## src/rtl/bridge_cmd.sv

```systemverilog
// Target-side mailbox responder: the host writes P0..P2 and a tagged CMD word,
// the block runs the command locally or through the core handshake, then posts STATUS.
module bridge_cmd #(
  parameter logic [31:0] BASE_ADDR      = 32'hF800_1000,
  parameter int          TIMEOUT_CYCLES = 1_000_000
) (
  input  logic        clk,
  input  logic        reset_n,
  input  logic [31:0] bridge_addr,
  input  logic        bridge_wr,
  input  logic [31:0] bridge_wr_data,
  input  logic        bridge_rd,
  output logic [31:0] bridge_rd_data,
  output logic        core_reset_n,
  output logic        core_cmd_valid,
  output logic [15:0] core_cmd_id,
  output logic [31:0] core_cmd_param0,
  output logic [31:0] core_cmd_param1,
  input  logic        core_cmd_done,
  input  logic [15:0] core_cmd_result,
  output logic        dataslot_all_complete,
  output logic [31:0] rtc_epoch,
  output logic [31:0] rtc_date,
  output logic [31:0] rtc_time,
  output logic        rtc_valid,
  output logic [1:0]  dbg_state
);

  // Core handshake: core_cmd_valid is a level held from dispatch until the cycle
  // after core_cmd_done (or the timeout); core_cmd_done is a one-cycle pulse only
  // honoured while waiting, with core_cmd_result sampled on that same cycle.
  typedef enum logic [1:0] {S_IDLE, S_DECODE, S_CORE_WAIT, S_COMPLETE} state_t;

  localparam int              CW      = (TIMEOUT_CYCLES > 2) ? $clog2(TIMEOUT_CYCLES) : 1;
  localparam logic [CW-1:0]   CNT_MAX = CW'(TIMEOUT_CYCLES - 1);
  localparam logic [15:0]     CMD_TAG = 16'h636D;
  localparam logic [31:0]     ST_BUSY = {16'h6275, 16'h0000};
  localparam logic [15:0]     ST_DONE = 16'h6370;

  state_t        state_q, state_d;
  logic [31:0]   rd_data_q, rd_data_d;
  logic [31:0]   status_q, status_d;
  logic [31:0]   p0_q, p0_d, p1_q, p1_d, p2_q, p2_d;
  logic [15:0]   id_q, id_d;
  logic          tag_ok_q, tag_ok_d;
  logic [15:0]   result_q, result_d;
  logic [CW-1:0] cnt_q, cnt_d;
  logic          core_reset_n_q, core_reset_n_d;
  logic          valid_q, valid_d;
  logic [15:0]   core_id_q, core_id_d;
  logic [31:0]   par0_q, par0_d, par1_q, par1_d;
  logic          all_done_q, all_done_d;
  logic [31:0]   epoch_q, epoch_d, date_q, date_d, time_q, time_d;
  logic          rtc_valid_q, rtc_valid_d;

  logic [31:0] offset;
  logic        in_win;
  logic [4:0]  off;

  assign offset = bridge_addr - BASE_ADDR;
  assign in_win = (offset < 32'h20);
  assign off    = offset[4:0];

  always_comb begin
    state_d        = state_q;
    rd_data_d      = rd_data_q;
    status_d       = status_q;
    p0_d           = p0_q;
    p1_d           = p1_q;
    p2_d           = p2_q;
    id_d           = id_q;
    tag_ok_d       = tag_ok_q;
    result_d       = result_q;
    cnt_d          = cnt_q;
    core_reset_n_d = core_reset_n_q;
    valid_d        = valid_q;
    core_id_d      = core_id_q;
    par0_d         = par0_q;
    par1_d         = par1_q;
    all_done_d     = 1'b0;
    epoch_d        = epoch_q;
    date_d         = date_q;
    time_d         = time_q;
    rtc_valid_d    = 1'b0;

    // Reads see register values from before this edge, so a read racing a
    // STATUS update returns the old word.
    if (bridge_rd && in_win) begin
      case (off)
        5'h04:   rd_data_d = status_q;
        5'h08:   rd_data_d = p0_q;
        5'h0C:   rd_data_d = p1_q;
        5'h10:   rd_data_d = p2_q;
        default: rd_data_d = 32'h0;
      endcase
    end

    if (bridge_wr && in_win && (state_q == S_IDLE || state_q == S_COMPLETE)) begin
      case (off)
        5'h08:   p0_d = bridge_wr_data;
        5'h0C:   p1_d = bridge_wr_data;
        5'h10:   p2_d = bridge_wr_data;
        default: ;
      endcase
    end

    case (state_q)
      S_IDLE: begin
        if (bridge_wr && in_win && off == 5'h00) begin
          id_d     = bridge_wr_data[15:0];
          tag_ok_d = (bridge_wr_data[31:16] == CMD_TAG);
          status_d = ST_BUSY;
          state_d  = S_DECODE;
        end
      end
      S_DECODE: begin
        state_d  = S_COMPLETE;
        result_d = 16'h0000;
        if (!tag_ok_q) begin
          result_d = 16'h0002;
        end else begin
          case (id_q)
            16'h0000: ;
            16'h0010: core_reset_n_d = 1'b0;
            16'h0011: core_reset_n_d = 1'b1;
            16'h0080, 16'h0082, 16'h008A: begin
              core_id_d = id_q;
              par0_d    = p0_q;
              par1_d    = p1_q;
              valid_d   = 1'b1;
              cnt_d     = '0;
              state_d   = S_CORE_WAIT;
            end
            16'h008F: all_done_d = 1'b1;
            16'h0090: begin
              epoch_d     = p0_q;
              date_d      = p1_q;
              time_d      = p2_q;
              rtc_valid_d = 1'b1;
            end
            default:  result_d = 16'h0001;
          endcase
        end
      end
      S_CORE_WAIT: begin
        cnt_d = cnt_q + 1'b1;
        // A done arriving on the final counted cycle still beats the timeout.
        if (core_cmd_done) begin
          result_d = core_cmd_result;
          valid_d  = 1'b0;
          state_d  = S_COMPLETE;
        end else if (cnt_q == CNT_MAX) begin
          result_d = 16'h0003;
          valid_d  = 1'b0;
          state_d  = S_COMPLETE;
        end
      end
      S_COMPLETE: begin
        status_d = {ST_DONE, result_q};
        state_d  = S_IDLE;
      end
      default: state_d = S_IDLE;
    endcase
  end

  always_ff @(posedge clk or negedge reset_n) begin
    if (!reset_n) begin
      state_q        <= S_IDLE;
      rd_data_q      <= '0;
      status_q       <= '0;
      p0_q           <= '0;
      p1_q           <= '0;
      p2_q           <= '0;
      id_q           <= '0;
      tag_ok_q       <= 1'b0;
      result_q       <= '0;
      cnt_q          <= '0;
      core_reset_n_q <= 1'b0;
      valid_q        <= 1'b0;
      core_id_q      <= '0;
      par0_q         <= '0;
      par1_q         <= '0;
      all_done_q     <= 1'b0;
      epoch_q        <= '0;
      date_q         <= '0;
      time_q         <= '0;
      rtc_valid_q    <= 1'b0;
    end else begin
      state_q        <= state_d;
      rd_data_q      <= rd_data_d;
      status_q       <= status_d;
      p0_q           <= p0_d;
      p1_q           <= p1_d;
      p2_q           <= p2_d;
      id_q           <= id_d;
      tag_ok_q       <= tag_ok_d;
      result_q       <= result_d;
      cnt_q          <= cnt_d;
      core_reset_n_q <= core_reset_n_d;
      valid_q        <= valid_d;
      core_id_q      <= core_id_d;
      par0_q         <= par0_d;
      par1_q         <= par1_d;
      all_done_q     <= all_done_d;
      epoch_q        <= epoch_d;
      date_q         <= date_d;
      time_q         <= time_d;
      rtc_valid_q    <= rtc_valid_d;
    end
  end

  assign bridge_rd_data        = rd_data_q;
  assign core_reset_n          = core_reset_n_q;
  assign core_cmd_valid        = valid_q;
  assign core_cmd_id           = core_id_q;
  assign core_cmd_param0       = par0_q;
  assign core_cmd_param1       = par1_q;
  assign dataslot_all_complete = all_done_q;
  assign rtc_epoch             = epoch_q;
  assign rtc_date              = date_q;
  assign rtc_time              = time_q;
  assign rtc_valid             = rtc_valid_q;
  assign dbg_state             = state_q;

endmodule
```

## config.mk

```make
export PLATFORM = sky130hd
export DESIGN_NAME = bridge_cmd
export DESIGN_NICKNAME = d
export VERILOG_FILES = /design/src/rtl/bridge_cmd.sv
export SDC_FILE = /design/constraint.sdc
export NUM_CORES = 1
export LEC_CHECK = 0
export BUFFER_PORTS_ARGS = -buffer_cell sky130_fd_sc_hd__buf_2
export CORE_MARGIN = 4
export CORE_UTILIZATION = 45
export CTS_BUF_LIST = sky130_fd_sc_hd__clkbuf_2
export CTS_CLUSTER_SIZE = 24
export DETAILED_ROUTE_END_ITERATION = 12
export HOLD_SLACK_MARGIN = 0.1
export PLACE_DENSITY = 0.67
export SLEW_MARGIN = 20
export SYNTH_ARGS = -nofsm -noshare
export SYNTH_HDL_FRONTEND = slang
export SYNTH_SLANG_ARGS = --single-unit
```

## constraint.sdc

```tcl
create_clock -name clk -period 3.68 [get_ports clk]
set_input_delay 0 -clock clk [delete_from_list [all_inputs] [get_ports clk]]
set_output_delay 0 -clock clk [all_outputs]
set_load 0.05 [all_outputs]
```

==> results.cfg, run 1 <==
[sta]
rsz0062_at_grt = false
finClkSkew_ps = 50.7
holdWs_ps = 223
relSlewSlack_pct = 45.6
tns_ps = 0
worst_pin_slew_ps = 817
fmax_mhz = 275
period_minus_slack_ps = 3640
final_max_slew_viol_count = 0
post-route-period-util_pct = 98.8
report.final.setup_viol = 0
setup_ws_ps = 43.0
timing_hold_violations_final = 0

[clock_tree]
clk_path_buf_depth = 3
cts_tree = built
clkSinkCount = 382
cts.clk_slew.worst_paths_ps = 110
clock_latency_ps = 980
clockRootBuffer = clkbuf_2
cts_buffers = 98
htree_num_levels = 3

[synth]
yosysMostFrequentCell = dfrtp_1
synth-compound-area-share_pct = 6.30
seq_area_frac_synth_pct = 60.4
synth_xor_area_share_pct = 0
synth_edf_count = 0
synth_top_family_by_area = multiplexers
avgSynthCellArea_um2 = 14.2
synth_top_area_share_pct = 60.4
async_flop_share_pct = 100
synthAdderAreaFrac_pct = 0.395
synth.distinct_cells = 60
ys.flop_type = dfrtp_1
syn_nets = 1207
netlist_area_um2 = 15800
netlist_instances = 1117
synth.yosys.warnings = 0
synthSimpleGateAreaFrac_pct = 6.79
ys_ff_latch = 382
synth_commonest_cells = dfrtp_1 (382), mux2_2 (306), nand2_1 (58)
yosys.area.top_type = dfrtp_1
synthMuxAreaShare_pct = 24.1
synthTopCellsByArea = dfrtp_1 (60%), mux2_2 (22%), mux2i_1 (2.1%)

[layout]
nNetsFinal = 1745
multi_input_area_um2 = 5980
drive_gt1_share_pct = 46.3
n_fill_cell = 2882
seqCellArea_um2 = 9560
area_growth_pct = 29.6

[route]
firstDrtPassIters = 5
wl_um = 45000
num_vias = 11661
dr.max_layer_used = met4
antenna_left = 0
route.met3.wl_um = 3460
vias_per_cell = 5.37
drc = 0
wl_met1_um = 18800
wire_per_inst_um = 20.7
drtIter0Drc = 622
dr_wl_met2_um = 21600

[placed_design]
place_ws_ps = 540
dp_hpwl_um = 27600
portBuffers = 298
routabilityCongestion = 0.856

[flow_run]
cap_violations = 0

[power]
total_power_w = 0.00727
power_leakage_nw = 11.0
p_per_area_nw_per_um2 = 354
peakVddDrop_v = 0.000250

[global_route]
grt_pass1_vias = 12650
antenna_found_initial = 1
grt_max_degree = 108
grt_pass1_wl_um = 71000
overflow = 0
grtUsageTotal_pct = 23.4

[die]
rows = 68
die-area_um2 = 38300
die_w_um = 196
start_util_pct = 45.7
io_pins = 299
die_h_um = 196
core-area_um2 = 34600

[critical_path]
crit_fanout = 16
critPathLaunchType = input pin
critical_path_required_ps = 4540
worstPathArrival_ps = 4490
worstSetupPathType = input pin to register
critical_path.endpoint_type = register

[worst_hold_path]
holdCritPathClass = input pin to asynchronous set/reset pin

[outcome]
outcome = finished clean
## area by class of cell
class / instances / share of cell area (%)
Tap cell: 455 / 2.77
Timing Repair Buffer: 498 / 17.4
Clock inverter: 23 / 0.567
Multi-Input combinational cell: 665 / 29.1
Antenna cell: 2 / 0.0244
Inverter: 10 / 0.183
Clock buffer: 138 / 3.37
Sequential cell: 382 / 46.6
## routing by layer
layer / GRT usage, % / vias up
met5: 0 / -
met4: 7.94 / 0
met3: 7.35 / 64
met2: 38.2 / 366
met1: 29.9 / 5973
li1: - / 5258
## state kept, by name, summed over array words and instances, names as in the netlist, 20 cells and up
signal and cells:
bridge_rd_data 32, cnt_q 20, core_cmd_param0 32, core_cmd_param1 32, p0_q 32, p1_q 32, p2_q 32, rtc_date 32
rtc_epoch 32, rtc_time 32
## through the flow
step / cells / instance area [µm²] / util [%]
global placement: 1836 / 17900 / 51.8
floorplan: 1117 / 15800 / -
detailed placement: 1836 / 17900 / 51.8
finish: 2173 / 20500 / 59.3
global route: 2173 / 20500 / 59.3
CTS: 2169 / 20500 / 59.1
## worst paths after layout
| check | startpoint | endpoint | slack (ps) | depth (start not counted) |
|---|---|---|---|---|
| max in group asynchronous | reset_n | rtc_time[23]$_DFFE_PN0P_ | 2950 | 4 |
| worst max-delay path | bridge_addr[14] | p1_q[20]$_DFFE_PN0P_ | 40 | 11 |
| worst min register to register | result_q[11]$_DFFE_PN0P_ | status_q[11]$_DFFE_PN0P_ | 480 | 1 |
| worst max register to register | dbg_state[0]$_DFFE_PN0P_ | p1_q[20]$_DFFE_PN0P_ | 120 | 9 |
| worst min-delay path | reset_n | status_q[11]$_DFFE_PN0P_ | 220 | 4 |
| min in group clk | bridge_addr[16] | p2_q[11]$_DFFE_PN0P_ | 330 | 7 |
## cell usage in the layout (no fill, tap or decap), types with 5 or more instances in the layout
master	netlist	layout
mux2_2	306	306
a22o_1	18	18
clkinv_1	0	17
or4_1	7	7
nor4_1	8	8
inv_1	10	10
nor3_1	6	5
nand3_1	16	16
clkbuf_2	0	138
o21ai_0	40	40
a21oi_1	6	6
nand3b_1	7	7
dfrtp_1	382	381
a32o_1	16	16
and3_1	9	9
nor2b_1	15	14
o211ai_1	8	8
o31ai_1	5	5
nor2_1	10	10
mux2i_1	34	34
buf_2	8	297
a22oi_1	17	17
dlygate4sd3_1	0	170
o221ai_1	7	7
nand4_1	11	11
buf_12	0	7
nand2_1	58	57
buf_4	7	19
## worst max-delay path, cell delays in order
cell           delay, ps
dlygate4sd3_1        560
buf_2                150
or4_4                530
dlygate4sd3_1        620
nor4_4               320
buf_4                170
dlygate4sd3_1        640
nor4b_4              310
clkbuf_16            260
mux2_2               360
dlygate4sd3_1        570
## timing repair
action / in CTS / in global routing
buffers inserted: 0 / 1
endpoints found under the setup margin: 0 / 52
hold buffers: 172 / 0
resized for setup: 0 / 5
hold endpoints to repair: 565 / 0
## kinds of logic after synthesis
kind of cell,Yosys count
flops,382
mux,343
simple gates,184
compound gates,133
buf+inv,70
fa+ha+maj,5
## power by group
part | total [W] | switching (W) | internal [W]
clock | 0.00274 | 0.00168 | 0.00106
sequential | 0.00419 | 0.00000000256 | 0.00419
combinational | 0.000335 | 0.000184 | 0.000152
(Power assumes the default switching activity.)
==> run 2: changes to the inputs <==
- clock period: 3.68 -> 4.3 ns (I/O delays scaled with it)
==> results.cfg, run 2 (synthesized netlist as in run 1, its figures left out) <==
[sta]
relSlewSlack_pct = 34.1
finClkSkew_ps = 81.5
report.final.setup_viol = 0
post-route-period-util_pct = 93.2
fmax_mhz = 249
timing_hold_violations_final = 0
tns_ps = 0
final_max_slew_viol_count = 0
worst_pin_slew_ps = 989
rsz0062_at_grt = false
period_minus_slack_ps = 4010

[power]
p_per_area_nw_per_um2 = 313
power_leakage_nw = 10.9
peakVddDrop_v = 0.000192

[worst_hold_path]
holdCritPathClass = input pin to asynchronous set/reset pin

[route]
wl_um = 44100
wire_per_inst_um = 20.5
drtIter0Drc = 641
firstDrtPassIters = 5
antenna_left = 0
num_vias = 11580
drc = 0
vias_per_cell = 5.38

[layout]
final_cell_mix = dfrtp_1 (382), mux2_2 (306), buf_2 (297)
nNetsFinal = 1726
seqCellArea_um2 = 9560
drive_gt1_share_pct = 46.2
multi_input_area_um2 = 5970
fin_util_pct = 58.7
area_growth_pct = 28.4
final_common_cell = dfrtp_1
n_fill_cell = 2888

[critical_path]
critical_path_required_ps = 5200
critPathLaunchType = input pin
critPathMaxStageDelay_ps = 650
r2r_cells = 9
crit_top_cell = dlygate4sd3_1
crit_buf_inv = 7
crit_fanout = 37
slowest_stage = dlygate4sd3_1
worstPathArrival_ps = 4910
path_cells = dlygate4sd3_1 -> buf_2 -> dlygate4sd3_1 -> or4_4 -> dlygate4sd3_1 -> o41ai_4 -> mux2i_1 -> nand4_2 -> dlygate4sd3_1 -> buf_4 -> mux2_2 -> dlygate4sd3_1
cp.depth = 12
critical_path.endpoint_type = register
crit_family = buffers and inverters
worstSetupPathType = input pin to register

[flow_run]
cap_violations = 0

[global_route]
grtUsageTotal_pct = 22.7
overflow = 0
grt_pass1_vias = 12323
antenna_found_initial = 1
grt_pass1_wl_um = 69600
grt_max_degree = 125

[outcome]
outcome = finished clean

[clock_tree]
clk_path_buf_depth = 3
htree_num_levels = 3
clock_latency_ps = 1020
clkSinkCount = 382
cts_buffers = 98
cts_resized = 0
clockRootBuffer = clkbuf_2
cts_tree = built
post-cts-setup-buffer-count = 0
cts.clk_slew.worst_paths_ps = 110

[placed_design]
dp_hpwl_um = 27600
routabilityCongestion = 0.856
portBuffers = 298

[die]
die-area_um2 = 38300
io_pins = 299
core-area_um2 = 34600
start_util_pct = 45.7
rows = 68
die_h_um = 196
die_w_um = 196
-- run 2: cell count changes in the layout (fill, tap and decap cells not counted), sizes merged --
| cell | before | now |
|---|---|---|
| dlymetal6s4s | 1 | 0 |
| clkinv | 17 | 22 |
| bufinv | 1 | 3 |
| buf | 326 | 318 |
| diode | 2 | 1 |
| clkinvlp | 1 | 0 |
| inv | 14 | 12 |
| dlygate4sd3 | 170 | 161 |
| clkbuf | 139 | 135 |
-- run 2: worst paths after layout --
kind	endpoint	from	slack (ps)
worst max register to register	p1_q[4]$_DFFE_PN0P_	dbg_state[0]$_DFFE_PN0P_	520
min in group clk	dbg_state[0]$_DFFE_PN0P_	core_cmd_done	230
worst min-delay path	result_q[11]$_DFFE_PN0P_	reset_n	230
worst min register to register	core_cmd_id[7]$_DFFE_PN0P_	core_cmd_id[7]$_DFFE_PN0P_	490
max in group asynchronous	cnt_q[6]$_DFFE_PN0P_	reset_n	3520
worst max-delay path	id_q[12]$_DFFE_PN0P_	bridge_addr[14]	290
-- run 2: tightest hold or removal path: cells and delay by family --
kind	cells	cell delay, ps
buffers and inverters	4	1710
-- run 2: metal layers --
layer / routed length (µm) / GRT usage [%] / share of wire, % / vias up
met5: 0 / 0 / 0 / -
met4: 853 / 7.34 / 1.9 / 0
met3: 3180 / 6.87 / 7.2 / 69
met2: 21000 / 36.2 / 48 / 389
met1: 19100 / 29.9 / 43 / 5919
li1: - / - / - / 5203
-- run 2: stage by stage --
stage	area (µm²)	worst slack (ps)	std cells	hold slack (ps)	power, W
finish	20300	291	2154	228	0.00636
global route	20300	259	2154	223	0.00667
CTS	20300	61.4	2150	149	0.00646
detailed placement	17800	1020	1829	188	0.00385
global placement	17800	1060	1829	192	0.00384
floorplan	15800	1490	1117	-296	0.00369
-- run 2: area by class of cell --
class	count	area share, %
Sequential cell	382	47.0
Multi-Input combinational cell	665	29.4
Timing Repair Buffer	479	16.4
Clock buffer	135	3.32
Tap cell	455	2.80
Clock inverter	27	0.917
Inverter	10	0.185
Antenna cell	1	0.0123
-- run 2: power by group --
part	switching, W	internal, W
combinational	0.000154	0.000127
sequential	0.00000000246	0.00359
clock	0.00147	0.00102
total	0.00162	0.00473
-- run 2: what timing repair did --
action	CTS	global route
endpoints found under the hold margin	565	31
hold buffers	159	4
setup endpoints to repair	0	66
==> run 3: changes to the inputs <==
- RECOVER_POWER: not set -> 100
==> results.cfg, run 3 (synthesized netlist as in run 1, its figures left out) <==
[critical_path]
worstSetupPathType = input pin to register
critical_path_required_ps = 5210
timing.critical_path.from = bridge_addr[14]
crit_fanout = 32
critPathMaxStageDelay_ps = 650
worstReg2RegEnd = rtc_epoch[18]$_DFFE_PN0P_
rrSetupSlack_ps = 470
r2r_cells = 8
critical_path.endpoint_type = register
crit_buf_inv = 6
crit_top_cell = dlygate4sd3_1
crit_family = buffers and inverters
worstPathArrival_ps = 4980
path_cells = dlygate4sd3_1 -> clkbuf_1 -> dlygate4sd3_1 -> or4_4 -> dlygate4sd3_1 -> o41ai_4 -> mux2_1 -> nor4b_1 -> buf_4 -> mux2_2 -> dlygate4sd3_1
r2r_start = id_q[12]$_DFFE_PN0P_
slowest_stage = dlygate4sd3_1
critPathLaunchType = input pin

[sta]
relSlewSlack_pct = -106
report.final.setup_viol = 0
finClkSkew_ps = 85.0
period_minus_slack_ps = 4070
setup_ws_ps = 228
rsz0062_at_grt = false
worst_pin_slew_ps = 3090
post-route-period-util_pct = 94.7
final_max_slew_viol_count = 513
tns_ps = 0
timing_hold_violations_final = 0
fmax_mhz = 246

[placed_design]
place_ws_ps = 1020
portBuffers = 298
dp_hpwl_um = 27600
routabilityCongestion = 0.856

[worst_hold_path]
min_path_cells = 5
min_to = dbg_state[0]$_DFFE_PN0P_
hold_path.startpoint = core_cmd_done
holdCritPathClass = input pin to register

[power]
p_per_area_nw_per_um2 = 319
peakVddDrop_v = 0.000193
power_leakage_nw = 9.90

[clock_tree]
clock_latency_ps = 1020
post-cts-setup-buffer-count = 0
clkSinkCount = 382
clk_path_buf_depth = 3
cts_buffers = 98
clockRootBuffer = clkbuf_2
cts_tree = built
cts_resized = 0
htree_num_levels = 3
cts.clk_slew.worst_paths_ps = 100

[die]
die_w_um = 196
io_pins = 299
die-area_um2 = 38300
start_util_pct = 45.7
rows = 68
core-area_um2 = 34600
die_h_um = 196

[route]
wire_per_inst_um = 20.4
drc = 0
vias_per_cell = 5.39
drtIter0Drc = 694
wl_um = 44000
num_vias = 11614
firstDrtPassIters = 5
antenna_left = 0

[global_route]
grt_pass1_wl_um = 69600
overflow = 0
grtUsageTotal_pct = 22.7
grt_pass1_vias = 12323
antenna_found_initial = 1
grt_max_degree = 125

[layout]
drive_gt1_share_pct = 32.9
n_fill_cell = 3019
nNetsFinal = 1726
final_cell_mix = dfrtp_1 (382), mux2_2 (304), clkbuf_1 (222)
final_common_cell = dfrtp_1
area_growth_pct = 25.8

[outcome]
violations = max-capacitance violations, max-slew violations
outcome = complete, but fails checks

[flow_run]
cap_violations = 6
run 3: cell count changes in the layout (fill, tap and decap cells not counted), sizes merged:
cell,before,now
buf,318,90
clkbuf,135,363
run 3: power breakdown:
| group | switching (W) | internal, W | leakage, nW |
|---|---|---|---|
| registers | 0.00000000253 | 0.00359 | 5.32 |
| logic | 0.000151 | 0.000120 | 3.92 |
| clock network | 0.00147 | 0.00102 | 0.658 |
run 3: repair_timing:
action                                  in CTS  in global routing
endpoints found under the setup margin       0                 66
hold buffers                               159                  4
hold endpoints to repair                   565                 31
run 3: stage by stage:
stage / instance area (µm²) / instances / hold slack [ps] / utilization (%) / total power, W
floorplan: 15800 / 1117 / -296 / - / 0.00369
global placement: 17800 / 1829 / 192 / 51.5 / 0.00384
detailed placement: 17800 / 1829 / 188 / 51.5 / 0.00385
CTS: 20300 / 2150 / 149 / 58.6 / 0.00646
global route: 19900 / 2154 / 224 / 57.6 / 0.00666
finish: 19900 / 2154 / 237 / 57.6 / 0.00635
run 3: worst max path at each step:
stage,depth (start not counted),slack (ps),to
after floorplan,7,1490,p1_q[10]$_DFFE_PN0P_
after global placement,8,1060,p1_q[16]$_DFFE_PN0P_
after detailed placement,8,1020,p1_q[15]$_DFFE_PN0P_
after CTS,12,60,id_q[12]$_DFFE_PN0P_
after global routing,11,140,p1_q[4]$_DFFE_PN0P_
final,11,230,p1_q[4]$_DFFE_PN0P_
run 3: final cells by class:
type | count | area (µm²) | area share [%]
Antenna cell | 1 | 2.50 | 0.0126
Clock buffer | 135 | 676 | 3.39
Clock inverter | 27 | 186 | 0.935
Inverter | 10 | 37.5 | 0.188
Multi-Input combinational cell | 665 | 5950 | 29.9
Sequential cell | 382 | 9560 | 48.0
Tap cell | 455 | 569 | 2.86
Timing Repair Buffer | 479 | 2950 | 14.8
run 3: layer usage:
metal / share of wire (%) / routed length [µm] / vias to the layer above / global-route usage (%)
met5: 0 / 0 / - / 0
met4: 1.9 / 852 / 0 / 7.34
met3: 7.4 / 3260 / 70 / 6.87
met2: 48 / 21100 / 396 / 36.2
met1: 43 / 18800 / 5952 / 29.9
li1: - / - / 5196 / -
run 3: worst register-to-register path, stage by stage (launching register included):
cell and delay (ps):
dfrtp_1 380, nor4_1 290, clkbuf_1 230, nand3_1 110
nor4_1 360, nand4_1 190, or3b_2 1050, buf_4 640
mux2_2 390
